$ cat src/rtl/vsync_mode_detect.sv
// vsync_mode_detect: counts hsync lines between vsync events, classifies the
// video mode (PAL / NTSC / mono), detects interlace and reports a debounced mode.
module vsync_mode_detect #(
   parameter int unsigned STABLE_FRAMES = 2
) (
   input  logic       clk,
   input  logic       reset,
   input  logic       hsync_n,
   input  logic       vsync_n,
   output logic [9:0] lines,
   output logic [1:0] mode,
   output logic       interlace,
   output logic       valid,
   output logic       frame_stb
);

   localparam int unsigned CNT_W  = 10;
   localparam int unsigned STAB_W = 3;

   localparam logic [CNT_W-1:0]  CNT_MAX  = CNT_W'(1023);
   localparam logic [STAB_W-1:0] STAB_TGT = STAB_W'(STABLE_FRAMES);

   localparam logic [1:0] CLS_UNK  = 2'b00;
   localparam logic [1:0] CLS_PAL  = 2'b01;
   localparam logic [1:0] CLS_NTSC = 2'b10;
   localparam logic [1:0] CLS_MONO = 2'b11;

   // Line-count to mode classification
   function automatic logic [1:0] classify(input logic [CNT_W-1:0] n);
      logic [1:0] c;
      c = CLS_UNK;
      if (n >= CNT_W'(311) && n <= CNT_W'(314)) c = CLS_PAL;
      if (n >= CNT_W'(261) && n <= CNT_W'(264)) c = CLS_NTSC;
      if (n >= CNT_W'(500) && n <= CNT_W'(502)) c = CLS_MONO;
      return c;
   endfunction

   // Synchroniser and edge registers, idle high
   logic hs_meta_q, hs_sync_q, hs_dly_q;
   logic vs_meta_q, vs_sync_q, vs_dly_q;

   // Two-flop synchroniser plus edge register for both sync inputs
   always_ff @(posedge clk or posedge reset) begin
      if (reset) begin
         hs_meta_q <= 1'b1;
         hs_sync_q <= 1'b1;
         hs_dly_q  <= 1'b1;
         vs_meta_q <= 1'b1;
         vs_sync_q <= 1'b1;
         vs_dly_q  <= 1'b1;
      end else begin
         hs_meta_q <= hsync_n;
         hs_sync_q <= hs_meta_q;
         hs_dly_q  <= hs_sync_q;
         vs_meta_q <= vsync_n;
         vs_sync_q <= vs_meta_q;
         vs_dly_q  <= vs_sync_q;
      end
   end

   logic h_ev_c, v_ev_c;
   assign h_ev_c = hs_dly_q & ~hs_sync_q;
   assign v_ev_c = vs_dly_q & ~vs_sync_q;

   logic [CNT_W-1:0]  cnt_q, cnt_d;
   logic [CNT_W-1:0]  lines_q, lines_d;
   logic [CNT_W-1:0]  prev_lines_q, prev_lines_d;
   logic [1:0]        mode_q, mode_d;
   logic [1:0]        prev_cls_q, prev_cls_d;
   logic [STAB_W-1:0] stab_q, stab_d;
   logic              valid_q, valid_d;
   logic              interlace_q, interlace_d;
   logic              stb_q, stb_d;

   logic [1:0]        cls_c;
   logic              same_c;
   logic [STAB_W-1:0] stab_inc_c;
   logic [STAB_W-1:0] stab_new_c;
   logic signed [CNT_W:0] diff_c;

   // Next-state: frame end, line counting and timeout
   always_comb begin
      cnt_d        = cnt_q;
      lines_d      = lines_q;
      prev_lines_d = prev_lines_q;
      mode_d       = mode_q;
      prev_cls_d   = prev_cls_q;
      stab_d       = stab_q;
      valid_d      = valid_q;
      interlace_d  = interlace_q;
      stb_d        = 1'b0;

      cls_c      = classify(cnt_q);
      same_c     = (cls_c == prev_cls_q);
      stab_inc_c = (stab_q >= STAB_TGT) ? STAB_TGT : stab_q + STAB_W'(1);
      stab_new_c = same_c ? stab_inc_c : STAB_W'(1);
      diff_c     = $signed({1'b0, cnt_q}) - $signed({1'b0, prev_lines_q});

      if (v_ev_c) begin
         // frame end takes priority over a coincident timeout
         lines_d      = cnt_q;
         cnt_d        = h_ev_c ? CNT_W'(1) : CNT_W'(0);
         stb_d        = 1'b1;
         stab_d       = stab_new_c;
         prev_cls_d   = cls_c;
         prev_lines_d = cnt_q;
         interlace_d  = same_c && (cls_c != CLS_UNK) &&
                        ((diff_c == 11'sd1) || (diff_c == -11'sd1));
         if (stab_new_c >= STAB_TGT) begin
            mode_d  = cls_c;
            valid_d = (cls_c != CLS_UNK);
         end else if (cls_c != mode_q) begin
            valid_d = 1'b0;
         end
      end else if (h_ev_c && (cnt_q != CNT_MAX)) begin
         cnt_d = cnt_q + CNT_W'(1);
         if (cnt_q == CNT_MAX - CNT_W'(1)) begin
            // no vsync within a full counter range: drop the lock
            mode_d      = CLS_UNK;
            valid_d     = 1'b0;
            interlace_d = 1'b0;
            stab_d      = '0;
            prev_cls_d  = CLS_UNK;
         end
      end
   end

   // State registers
   always_ff @(posedge clk or posedge reset) begin
      if (reset) begin
         cnt_q        <= '0;
         lines_q      <= '0;
         prev_lines_q <= '0;
         mode_q       <= CLS_UNK;
         prev_cls_q   <= CLS_UNK;
         stab_q       <= '0;
         valid_q      <= 1'b0;
         interlace_q  <= 1'b0;
         stb_q        <= 1'b0;
      end else begin
         cnt_q        <= cnt_d;
         lines_q      <= lines_d;
         prev_lines_q <= prev_lines_d;
         mode_q       <= mode_d;
         prev_cls_q   <= prev_cls_d;
         stab_q       <= stab_d;
         valid_q      <= valid_d;
         interlace_q  <= interlace_d;
         stb_q        <= stb_d;
      end
   end

   assign lines     = lines_q;
   assign mode      = mode_q;
   assign interlace = interlace_q;
   assign valid     = valid_q;
   assign frame_stb = stb_q;

endmodule
$ cat config.mk
export PLATFORM = sky130hd
export DESIGN_NAME = vsync_mode_detect
export DESIGN_NICKNAME = d
export VERILOG_FILES = /design/src/rtl/vsync_mode_detect.sv
export SDC_FILE = /design/constraint.sdc
export NUM_CORES = 1
export LEC_CHECK = 0
export ABC_AREA = 1
export CELL_PAD_IN_SITES_DETAIL_PLACEMENT = 1
export CELL_PAD_IN_SITES_GLOBAL_PLACEMENT = 1
export CORE_AREA = 2 2 78 80
export DETAILED_ROUTE_END_ITERATION = 12
export DIE_AREA = 0 0 80 82
export PLACE_DENSITY = 0.82
export SLEW_MARGIN = 5
export SYNTH_ARGS = -nofsm -noshare
export SYNTH_HDL_FRONTEND = slang
export SYNTH_SLANG_ARGS = --single-unit
$ cat constraint.sdc
create_clock -name clk -period 3.41 [get_ports clk]
set_input_delay 0.682 -clock clk [delete_from_list [all_inputs] [get_ports clk]]
set_output_delay 0.682 -clock clk [all_outputs]
set_load 0.02 [all_outputs]
==> flow_metrics.tcl, run 1 <==
set metrics [dict create \
    fp.coreArea_um2 5750 \
    synth_cell_type_count 32 \
    fin_cells 455 \
    ys_seq_area_frac 0.360 \
    ir_drop_mv 0.236 \
    ctsHoldBuffers 0 \
    drc 0 \
    wirelength_um 6350 \
    overflow 0 \
    row_count 28 \
    rsz0062_at_grt "no" \
    post_cts_buffers 0 \
    dpl_cell_area_um2 2790 \
    syn_avg_cell_area_um2 7.05 \
    p_clk_frac 0.280 \
    switchingPower_mw 0.401 \
    grtUsageTotal 0.220 \
    seq_power_share 0.412 \
    synthFlopType "dfrtp_1" \
    die_w_um 80 \
    fin_setup_tns_ns 0 \
    dr.pass1.iters 4 \
    cp.required_ns 3.64 \
    drt_iter0_markers 73 \
    p_sw_frac 0.345 \
    design_area_um2 2890 \
    cts_inserted_buffers 5 \
    power.internal_mw 0.762 \
    ioPinCount 19 \
    grt_pass1_vias 2433 \
    path_class "flop to flop" \
    cts_resized 0 \
    io_buffers 18 \
    ys_ff_latch 36 \
    antenna_found_initial 0 \
    grt_max_degree 37 \
    cts_buffer_depth 2 \
    syn-num-nets 380 \
    hpwlAfterDp_um 4950 \
    hold_class "flop to flop" \
    final.min_clock_period_ns 2.41 \
    cap_violations 0 \
    die_h_um 82 \
    area_growth_pct 14.6 \
    power_density_nw_per_um2 402 \
    die_area_um2 6560 \
    cp_max_fo 7 \
    clkTransAtPathRegs_ns 0.07 \
    drt-vias-per-instance 5.07 \
    dpl_worst_slack_ns 1.00 \
    start_util 0.439 \
    clock_skew_ns 0.00488 \
    num_vias 2308 \
    clk_latency_ns 0.29 \
    cts_tree "done" \
    whs_ns 0.357 \
    max_freq_ghz 0.415 \
    p_leak_nw 1.50 \
    ant_nets 0 \
    globalplace.congestion 0.811 \
    finalCritPeriodShare 0.706 \
    relSlewSlack 0.660 \
    start_kind "flop" \
    hold_violations 0 \
    cts_sinks 36 \
    grt_pass1_wl_um 11000 \
    dp.cells 448 \
    root_buffer "clkbuf_8" \
    htree_levels 2 \
    finalSetupViolCount 0 \
    run_status "finished, final reports clean" \
    synth-edff-count 0 \
    antenna_cells 0 \
    worstPathArrival_ns 2.64 \
    drive_gt1_frac 0.105 \
    async_flop_share 1.00 \
    yosys_warnings 0 \
    p_total_mw 1.16 \
    syn-cell-area_um2 2520 \
    slew_violations 0 \
    nets 402 \
    tightestPinTransition_ns 0.511 \
    critPathCaptureType "flop" \
    pwr-share-comb 0.308 \
    fillers 780 \
    detail_route.wl_per_cell_um 14.0 \
    syn_inst 358 \
    utilization 0.503 \
    fin_ws_ns 1.00 \
]
-- metal layers --
metal	global-route usage	vias to the layer above	wire [um]
li1	-	1165	-
met1	0.259	1113	2820
met2	0.408	20	3320
met3	0.0407	10	125
met4	0.0627	0	89
met5	0	-	0
-- registers in the layout, indices dropped and copies added, names as in the netlist, 2 cells and up --
name	cells
cnt_q	10
prev_cls_q	2
mode	2
stab_q	3
prev_lines_q	10
-- critical path, cell delays in order, from the launching register on --
cell	delay [ns]
dfrtp_1	0.44
inv_1	0.23
ha_1	0.19
inv_1	0.07
fa_1	0.44
inv_1	0.09
nand2_1	0.05
nand2_1	0.06
nor3b_1	0.18
nand2_1	0.07
nor2_1	0.11
nand3_1	0.09
nor2_1	0.10
nand2_1	0.05
nand2_1	0.05
nand3_1	0.06
nand2_1	0.07
-- power groups by stage --
| stage | clock, mW | combinational [mW] | sequential [mW] |
|---|---|---|---|
| finish | 0.326 | 0.358 | 0.479 |
| global route | 0.352 | 0.424 | 0.483 |
| CTS | 0.335 | 0.364 | 0.479 |
| detailed placement | 0 | 0.361 | 0.486 |
| global placement | 0 | 0.348 | 0.485 |
| floorplan | 0 | 0.265 | 0.487 |
-- worst paths after layout --
kind | from | endpoint | slack [ns] | cells past startpoint
max in group asynchronous | reset | hs_meta_q | 2.26 | 3
worst max register to register | cnt_q[0] | interlace | 1.00 | 16
worst min-delay path | vs_meta_q | vs_sync_q | 0.36 | 0
worst min register to register | vs_meta_q | vs_sync_q | 0.36 | 0
min in group asynchronous | reset | stab_q[0] | 0.80 | 3
worst max-delay path | cnt_q[0] | interlace | 1.00 | 16
-- kinds of logic (layout without fill, tap and decap cells) --
| group | count (synthesis) | after routing | share of synthesized area |
|---|---|---|---|
| AOI/OAI and AO/OA | 37 | 37 | 0.0799 |
| xor gates and xnor gates | 2 | 2 | 0.00695 |
| adders and majority gates | 18 | 18 | 0.0923 |
| buffers and inverters | 64 | 86 | 0.0957 |
| DFF | 36 | 36 | 0.360 |
| and+or+nand+nor | 201 | 201 | 0.365 |
-- layout by cell type (no fill, tap or decap), drive strengths merged --
cell type and n:
a21oi 8, a31oi 2, buf 2, clkbuf 7, clkdlybuf4s50 18, dfrtp 30
dfstp 6, fa 1, ha 17, inv 59, nand2 123, nand3 27
nand3b 2, nand4 6, nor2 33, nor3 7, nor3b 1, nor4 2
o211a 1, o211ai 1, o21ai 24, o21bai 1, xor2 2
-- final cells by class --
type                            instances  area [um^2]  area share
Multi-Input combinational cell        258         1380       0.476
Sequential cell                        36          908       0.314
Tap cell                               75         93.8      0.0325
Clock buffer                            7         96.3      0.0333
Timing Repair Buffer                   20          195      0.0675
Inverter                               59          221      0.0766
-- cell usage after synthesis (2+ instances only) --
master / count / area (um^2)
nor2_1: 29 / 109
nand3b_1: 2 / 15.0
nor4_1: 2 / 12.5
clkbuf_1: 4 / 15.0
dfstp_2: 6 / 158
dfrtp_1: 30 / 751
nor2_4: 2 / 22.5
inv_1: 56 / 210
xor2_1: 2 / 17.5
nand4_1: 5 / 31.3
a21oi_1: 8 / 40.0
o21ai_0: 21 / 105
nor2_2: 2 / 12.5
a31oi_1: 2 / 12.5
nand2_4: 3 / 33.8
o21ai_1: 2 / 10.0
nand2_1: 110 / 413
nor3_1: 6 / 30.0
inv_2: 3 / 11.3
nand2_2: 10 / 62.6
ha_1: 17 / 213
nand3_1: 26 / 130
Power figures use the tool's default switching activity.
==> inputs of run 2 (changes only) <==
- CORE_AREA: 2 2 78 80 -> 2 2 85 87
- DIE_AREA: 0 0 80 82 -> 0 0 87 89
- PLACE_DENSITY: 0.82 -> 0.74
- clock period: 3.41 -> 2.09 ns (I/O delays scaled with it)
==> run 2 against run 1 <==
Effect of this change:
- the flow now finishes with violations (negative setup slack)
- die area up 18%
- hold slack about the same
- sequential share of layout area down 2.1 points
- fmax up 10%
- critical path depth down 1
- register-to-register slack worse by 1.1 ns
- clock power up 56%
- total power up 73%
- critical endpoint unchanged
==> flow_metrics.tcl, run 2 (synthesis gave the netlist of run 1 again) <==
set metrics [dict create \
    antenna_found_initial 0 \
    cap_violations 0 \
    drt_iter0_markers 77 \
    grt_pass1_vias 2409 \
    die_w_um 87 \
    grt_pass1_wl_um 11300 \
    switchingPower_mw 0.722 \
    dr.pass1.iters 5 \
    power.internal_mw 1.29 \
    clk_latency_ns 0.28 \
    cp_max_fo 4 \
    slowest_delay_ns 0.43 \
    path_delay_family "simple AND/OR/NAND/NOR gates" \
    ir_drop_mv 0.268 \
    root_buffer "clkbuf_8" \
    clock_skew_ns 0.00270 \
    reg.largest.list "cnt_q (10), prev_lines_q (10), stab_q (3)" \
    start_kind "flop" \
    area_growth_pct 22.8 \
    drc 0 \
    cts_buffer_depth 2 \
    worst-path-buf-inv 2 \
    fin_setup_tns_ns -0.0965 \
    crit_top_cell "nand2_2" \
    p_leak_nw 1.58 \
    clkTransAtPathRegs_ns 0.07 \
    htree_levels 2 \
    grtUsageTotal 0.185 \
    final_common_cell "nand2_1" \
    finalSetupViolCount 1 \
    globalplace.congestion 0.843 \
    final.min_clock_period_ns 2.19 \
    antenna_cells 0 \
    cts_sinks 36 \
    nets 419 \
    seq_power_share 0.386 \
    final_cell_mix "107 x nand2_1, 52 x inv_1, 29 x dfrtp_1" \
    path_class "flop to flop" \
    violations "negative setup slack" \
    p_sw_frac 0.359 \
    max_freq_ghz 0.457 \
    pwr-share-comb 0.361 \
    hold_class "flop to flop" \
    utilization 0.461 \
    fin_cells 478 \
    die_h_um 89 \
    p_clk_frac 0.253 \
    drt-vias-per-instance 4.96 \
    cts_inserted_buffers 5 \
    grt_max_degree 37 \
    row_count 30 \
    detail_route.wl_per_cell_um 14.6 \
    cts_tree "done" \
    hpwlAfterDp_um 5330 \
    fin_ws_ns -0.0965 \
    ctsHoldBuffers 0 \
    crit_chain "inv_2, ha_4, inv_4, fa_2, nand2_2, nand2_2, nor3_2, nand3_1, nor2_1, nand3_1, nor2_1, nand2_1, nand2_1, nand3_2, nand2_2" \
    fillers 862 \
    cp.required_ns 2.32 \
    power_density_nw_per_um2 650 \
    num_vias 2369 \
    relSlewSlack 0.681 \
    finalCritPeriodShare 1.05 \
    ioPinCount 19 \
    rsz0062_at_grt "yes" \
    overflow 0 \
    die_area_um2 7740 \
    drive_gt1_frac 0.193 \
    worstPathArrival_ns 2.41 \
    wirelength_um 6970 \
    io_buffers 18 \
    critPathCaptureType "flop" \
    run_status "finished with violations" \
    fp.coreArea_um2 6720 \
    ant_nets 0 \
    slowest_stage "fa_2" \
    slew_violations 0 \
    tightestPinTransition_ns 0.474 \
    start_util 0.375 \
    dp.cells 468 \
    hold_violations 0 \
]
-- run 2: final timing paths --
path / start / to / slack, ns / cells after the start
worst max-delay path: cnt_q[0] / interlace / -0.1 / 15
max in group asynchronous: reset / vs_sync_q / 1.20 / 3
worst max register to register: cnt_q[0] / interlace / -0.1 / 15
worst min register to register: hs_meta_q / hs_sync_q / 0.36 / 0
min in group asynchronous: reset / cnt_q[1] / 0.55 / 3
worst min-delay path: hs_meta_q / hs_sync_q / 0.36 / 0
-- run 2: worst reg2reg max path, stage by stage (launching register included) --
cell and delay (ns):
dfrtp_1 0.39, inv_2 0.09, ha_4 0.14, inv_4 0.04
fa_2 0.43, nand2_2 0.10, nand2_2 0.06, nor3_2 0.17
nand3_1 0.10, nor2_1 0.11, nand3_1 0.09, nor2_1 0.10
nand2_1 0.08, nand2_1 0.09, nand3_2 0.07, nand2_2 0.07
-- run 2: layout make-up --
cell class	count	area, um^2	area share
Inverter	59	224	0.0723
Tap cell	80	100	0.0323
Clock buffer	8	90.1	0.0291
Multi-Input combinational cell	258	1450	0.468
Timing Repair Buffer	37	323	0.104
Sequential cell	36	910	0.294
-- run 2: layer usage --
| metal | up-vias | part of all wire | track usage | wire length [um] |
|---|---|---|---|---|
| li1 | 1201 | - | - | - |
| met1 | 1131 | 0.48 | 0.248 | 3360 |
| met2 | 32 | 0.48 | 0.305 | 3370 |
| met3 | 5 | 0.027 | 0.0351 | 187 |
| met4 | 0 | 0.0073 | 0.0497 | 51 |
| met5 | - | 0 | 0 | 0 |
-- run 2: metrics by stage --
stage               area, um^2  worst slack (ns)  hold slack, ns  total power, mW
CTS                       3010          -0.00370           0.357             1.97
detailed placement        2910           -0.0344           0.347             1.44
finish                    3100           -0.0965           0.357             2.01
global route              3100            -0.268           0.361             2.17
floorplan                 2520          0.000956           0.345             1.23
global placement          2910            0.0693           0.347             1.41
-- run 2: what timing repair did --
action,in CTS,in global routing
pin swaps,0,12
setup endpoints to repair,1,9
buffers inserted,0,2
gates resized for setup,5,20
cloned,0,0
-- run 2: power by group through the flow --
stage / clock (mW) / combinational [mW] / sequential [mW]
floorplan: 0 / 0.433 / 0.794
global placement: 0 / 0.624 / 0.784
detailed placement: 0 / 0.656 / 0.785
CTS: 0.520 / 0.673 / 0.774
global route: 0.552 / 0.832 / 0.781
finish: 0.509 / 0.727 / 0.777
